[config.mk]
export PLATFORM = sky130hd
export DESIGN_NAME = if_fetch
export DESIGN_NICKNAME = d
export VERILOG_FILES = /design/src/rtl/if_fetch.sv
export SDC_FILE = /design/constraint.sdc
export NUM_CORES = 1
export LEC_CHECK = 0
export ABC_AREA = 1
export BUFFER_PORTS_ARGS = -buffer_cell sky130_fd_sc_hd__buf_2
export CAP_MARGIN = 25
export CORE_MARGIN = 3
export CORE_UTILIZATION = 45
export CTS_CLUSTER_DIAMETER = 40
export DETAILED_ROUTE_END_ITERATION = 16
export PLACE_DENSITY_LB_ADDON = 0.2
export SYNTH_ARGS = -nofsm -noshare
export SYNTH_HDL_FRONTEND = slang
export SYNTH_SLANG_ARGS = --single-unit
[constraint.sdc]
create_clock -name clk -period 11.6 [get_ports clk]
set_clock_uncertainty 0.05 [all_clocks]
set_input_delay 2.32 -clock clk [delete_from_list [all_inputs] [get_ports clk]]
set_output_delay 2.32 -clock clk [all_outputs]
set_load 0.01 [all_outputs]
[src/rtl/if_fetch.sv]
// Instruction fetch stage: credit-limited request issue to instruction memory,
// in-order response pairing, a small instruction buffer and redirect flushing.
`timescale 1ns/1ps
module if_fetch #(
  parameter logic [63:0] RESET_PC = 64'h0000_0000_8000_0000,
  parameter int          DEPTH    = 2
) (
  input  logic        clk,
  input  logic        rst,
  output logic        imem_req_valid,
  output logic [63:0] imem_req_addr,
  input  logic        imem_req_ready,
  input  logic        imem_resp_valid,
  input  logic [31:0] imem_resp_data,
  input  logic        redirect_valid,
  input  logic [63:0] redirect_pc,
  output logic        instr_valid,
  output logic [31:0] instr,
  output logic [63:0] instr_pc,
  input  logic        instr_ready
);
  localparam int             CW       = $clog2(DEPTH + 1);
  localparam int             PW       = (DEPTH > 1) ? $clog2(DEPTH) : 1;
  localparam logic [CW:0]    DEPTH_W  = (CW + 1)'(DEPTH);
  localparam logic [PW-1:0]  LAST_PTR = PW'(DEPTH - 1);
  localparam logic [31:0]    NOP      = 32'h0000_0013;

  // Handshakes: a transfer happens on any cycle where valid && ready are both high;
  // responses carry no ready and are accepted whenever a fetch is outstanding.

  logic [63:0]   fetch_pc;
  logic [CW-1:0] buf_count;
  logic [CW-1:0] inflight;
  logic [CW-1:0] drop_count;

  logic [63:0]   req_addr_q [DEPTH];
  logic [PW-1:0] req_wr_ptr;
  logic [PW-1:0] req_rd_ptr;

  logic [31:0]   buf_data [DEPTH];
  logic [63:0]   buf_pc   [DEPTH];
  logic [PW-1:0] buf_wr_ptr;
  logic [PW-1:0] buf_rd_ptr;

  logic req_fire;
  logic resp_fire;
  logic resp_keep;
  logic resp_drop;
  logic pop;

  function automatic logic [PW-1:0] ptr_inc(input logic [PW-1:0] p);
    return (p == LAST_PTR) ? '0 : p + PW'(1);
  endfunction

  // Buffer slots are reserved at issue time, so a kept response always has room.
  assign imem_req_valid = !rst && !redirect_valid &&
                          (({1'b0, buf_count} + {1'b0, inflight}) < DEPTH_W);
  assign imem_req_addr  = fetch_pc;

  assign instr_valid = !rst && (buf_count != '0);
  assign instr       = instr_valid ? buf_data[buf_rd_ptr] : NOP;
  assign instr_pc    = instr_valid ? buf_pc[buf_rd_ptr]   : '0;

  always_comb begin
    req_fire  = imem_req_valid && imem_req_ready;
    resp_fire = imem_resp_valid && (inflight != '0);
    resp_drop = resp_fire && (drop_count != '0);
    resp_keep = resp_fire && (drop_count == '0) && !redirect_valid;
    pop       = instr_valid && instr_ready && !redirect_valid;
  end

  always_ff @(posedge clk) begin
    if (rst) begin
      fetch_pc   <= RESET_PC & ~64'h3;
      buf_count  <= '0;
      inflight   <= '0;
      drop_count <= '0;
      req_wr_ptr <= '0;
      req_rd_ptr <= '0;
      buf_wr_ptr <= '0;
      buf_rd_ptr <= '0;
    end else begin
      if (req_fire) begin
        fetch_pc   <= fetch_pc + 64'd4;
        req_wr_ptr <= ptr_inc(req_wr_ptr);
      end
      if (resp_fire) req_rd_ptr <= ptr_inc(req_rd_ptr);
      inflight <= inflight + CW'(req_fire) - CW'(resp_fire);

      // Responses still outstanding at a redirect belong to the old path.
      if (redirect_valid) begin
        fetch_pc   <= redirect_pc & ~64'h3;
        buf_count  <= '0;
        buf_wr_ptr <= '0;
        buf_rd_ptr <= '0;
        drop_count <= inflight - CW'(resp_fire);
      end else begin
        if (resp_drop) drop_count <= drop_count - CW'(1);
        if (resp_keep) buf_wr_ptr <= ptr_inc(buf_wr_ptr);
        if (pop)       buf_rd_ptr <= ptr_inc(buf_rd_ptr);
        buf_count <= buf_count + CW'(resp_keep) - CW'(pop);
      end
    end
  end

  always_ff @(posedge clk) begin
    if (req_fire) req_addr_q[req_wr_ptr] <= fetch_pc;
    if (resp_keep) begin
      buf_data[buf_wr_ptr] <= imem_resp_data;
      buf_pc[buf_wr_ptr]   <= req_addr_q[req_rd_ptr];
    end
  end
endmodule

==> run metrics <==
outcome complete, no violations; CP Max Fanout 61; pins over their slew limit 0; number of enable flip-flop cells after synthesis roughly 310; proportion of netlist area held by the largest area contributor 0.5390; required arrival time at the worst endpoint ~9200 ps; Sequential cell area between 10000 and 15000 µm²; Tcrit/Tclk final 0.6033; Min-Delay Path Class flop to flop; nature of the critical path startpoint input pin; Critical Path Sink Type output pin; initial core utilization 0.4593; Hold-fix buffers, CTS 0; number of vias in the routed layout approximately 12000; via-per-instance ratio between 4 and 5; non-filler instance count after layout 2410; Peak Freq 0.1429 GHz; Synth area leaders sky130_fd_sc_hd__edfxtp_1 54%, sky130_fd_sc_hd__mux2_2 9.9%, sky130_fd_sc_hd__dfxtp_1 8.5%; worst IR drop on VDD 0.1277 mV; total congestion overflow after global routing 0; RSZ-0062 raised after global routing false; length of the first detailed-routing pass in iterations 5; level count of the clock H-tree 2; top-count cell post-synth sky130_fd_sc_hd__nand2_1; Post-Synthesis Cells ~1600; Power per Cell Area approximately 170 nW/µm²; maximum number of pins on one net before global-route repair 66; number of clock sinks between 300 and 400; Setup Buffers After CTS 0; critical path data arrival time 4630 ps; final setup violating endpoints 0; via count of the first global-routing pass between 10000 and 15000; CTS Root Cell sky130_fd_sc_hd__clkbuf_16; number of antenna violations at the first check in global routing 0; asr flop ratio synth 0; post-synthesis cell type count 41; synthesis-to-layout area growth 20.40%; number of buffers created by CTS 52; tightest slew margin relative to the limit 0.3411; number of cells after detailed placement around 2300; Layout fillers 3309; clock tree from TritonCTS done; last weighted congestion value of the routability-driven placer 0.8690; average cell area after synthesis 10.95 µm²; leak pwr between 8 and 9 nW; chip width 202.5 µm; Total Die Area roughly 41000 µm²; flip-flop cell with the highest count after synthesis sky130_fd_sc_hd__edfxtp_1; area of the mapped netlist ~17000 µm²; Boundary Pins 264; antenna cells 0; Final Hold Viols 0; wire length of the first global-routing pass 68.19 mm; DRC violation count after routing 0; Antenna Nets Post-Route 0; clock-pin slew of the registers on the worst-case setup and hold paths approximately 60 ps; Setup Total Neg Slack 0 ps; largest buffer count on any clock path 3; floorplan core area 37840 µm²; number of DRC markers after the initial detailed-route iteration 861; placed wire-length estimate 30.04 mm; slew of the pin with the lowest slew margin 988.4 ps; Cell Rows between 70 and 80; DRT Wirelength between 40 and 50 mm; cell type with the highest aggregate area in the netlist sky130_fd_sc_hd__edfxtp_1; Die Span Y ~200 µm; clock latency reported for the late side of the worst-skew pair between 500 and 600 ps; Warnings, synthesis 0; count of buffers from port buffering 257; cell types with the highest counts after synthesis 368 x sky130_fd_sc_hd__nand2_1, 312 x sky130_fd_sc_hd__edfxtp_1, 207 x sky130_fd_sc_hd__inv_1; final-stage net count about 2000; number of gates given a new drive strength after cts 0; multi-input combinational cell area 5502 µm²; overall global routing resource usage 0.2146; sequential-to-total area share from yosys stat 0.6242; fraction of layout cells with a size suffix above 1 0.3023; crit path kind input pin to output pin; count of maximum capacitance violations 0; wire length per cell 18.31 µm; register bit total from synthesis between 300 and 400; post-layout minimum cycle time 6999 ps
==> critical path, stage by stage <==
cell and delay, ps:
sky130_fd_sc_hd__buf_2 100, sky130_fd_sc_hd__buf_4 330, sky130_fd_sc_hd__nor2_4 800, sky130_fd_sc_hd__buf_4 620, sky130_fd_sc_hd__nand2_1 150, sky130_fd_sc_hd__inv_1 80, sky130_fd_sc_hd__buf_2 120
==> per-layer routing <==
| layer | vias to the layer above | wire, µm | GRT usage |
|---|---|---|---|
| met3 | 60 | 2563 | 0.03944 |
| li1 | 5861 | - | - |
| met4 | 0 | 1079 | 0.06978 |
| met2 | 316 | 20540 | 0.3489 |
| met5 | - | 0 | 0 |
| met1 | 5734 | 19940 | 0.2941 |
==> registers in the layout, summed over array words and instances, names as in the netlist, 2 cells and up, named ones only <==
signal         cells
drop_count         2
buf_pc           124
inflight           2
buf_count          2
imem_req_addr     62
buf_data          64
req_addr_q       124
==> metrics by stage <==
| stage | utilization | cell area [µm²] | hold WS [ps] | setup WS (ps) | power, mW |
|---|---|---|---|---|---|
| after detailed placement | 0.5065 | 19170 | 387.1 | 4532 | 2.024 |
| after global routing | 0.5530 | 20930 | 456.7 | 4336 | 3.701 |
| final | 0.5530 | 20930 | 424.7 | 4602 | 3.566 |
| after global placement | 0.5065 | 19170 | 378.4 | 4588 | 2.016 |
| after CTS | 0.5525 | 20910 | 416.9 | 4489 | 3.604 |
| after floorplan | - | 17390 | 375.7 | 4317 | 1.905 |
==> final cells by class <==
type                            instances  area share
Sequential cell                       386      0.5187
Multi-Input combinational cell        934      0.2629
Clock buffer                           66     0.06971
Timing Repair Buffer                  269     0.06636
Inverter                              213     0.03832
Tap cell                              511     0.03055
Clock inverter                         31     0.01345
==> cell families (layout without fill, tap and decap cells) <==
| kind of cell | after synthesis | after routing | share of synthesized area |
|---|---|---|---|
| compound gates | 143 | 143 | 0.04427 |
| xor+xnor | 25 | 25 | 0.01260 |
| fa+ha+maj | 8 | 8 | 0.006190 |
| buf+inv | 271 | 579 | 0.06234 |
| flops | 386 | 386 | 0.6242 |
| mux | 153 | 153 | 0.09912 |
| other cells | 1 | 4 | 0.0002157 |
| simple gates | 601 | 601 | 0.1510 |
==> placed cells by master (no fill, tap or decap), drive strengths merged <==
cell type,instances
inv,220
bufinv,3
nand2,388
clkbuf,66
a31oi,14
buf,269
edfxtp,312
o21ai,64
ha,7
xnor2,8
mux2,153
clkinv,14
conb,4
fa,1
nand3b,1
or2,4
nand4,14
nand3,52
nor3b,1
a21oi,58
o211ai,5
nor3,1
o21a,1
dfxtp,74
clkinvlp,7
nor2,140
o21bai,1
xor2,17
==> power by group <==
| part | internal [mW] | total [mW] | switching, mW |
|---|---|---|---|
| sequential | 1.60 | 1.67 | 0.0659 |
| clock | 0.965 | 1.57 | 0.605 |
| combinational | 0.142 | 0.327 | 0.185 |
| total | 2.71 | 3.57 | 0.856 |
==> final timing paths <==
check / cells past startpoint / slack (ps) / start / endpoint
setup / recovery: 7 / 4600 / rst / instr_pc[30]
hold reg to reg: 1 / 420 / req_rd_ptr / req_rd_ptr
setup reg to reg: 9 / 8310 / inflight[0] / req_addr_q[1][49]
hold / removal: 1 / 420 / req_rd_ptr / req_rd_ptr
No activity file was read; power rests on OpenSTA's default activity.
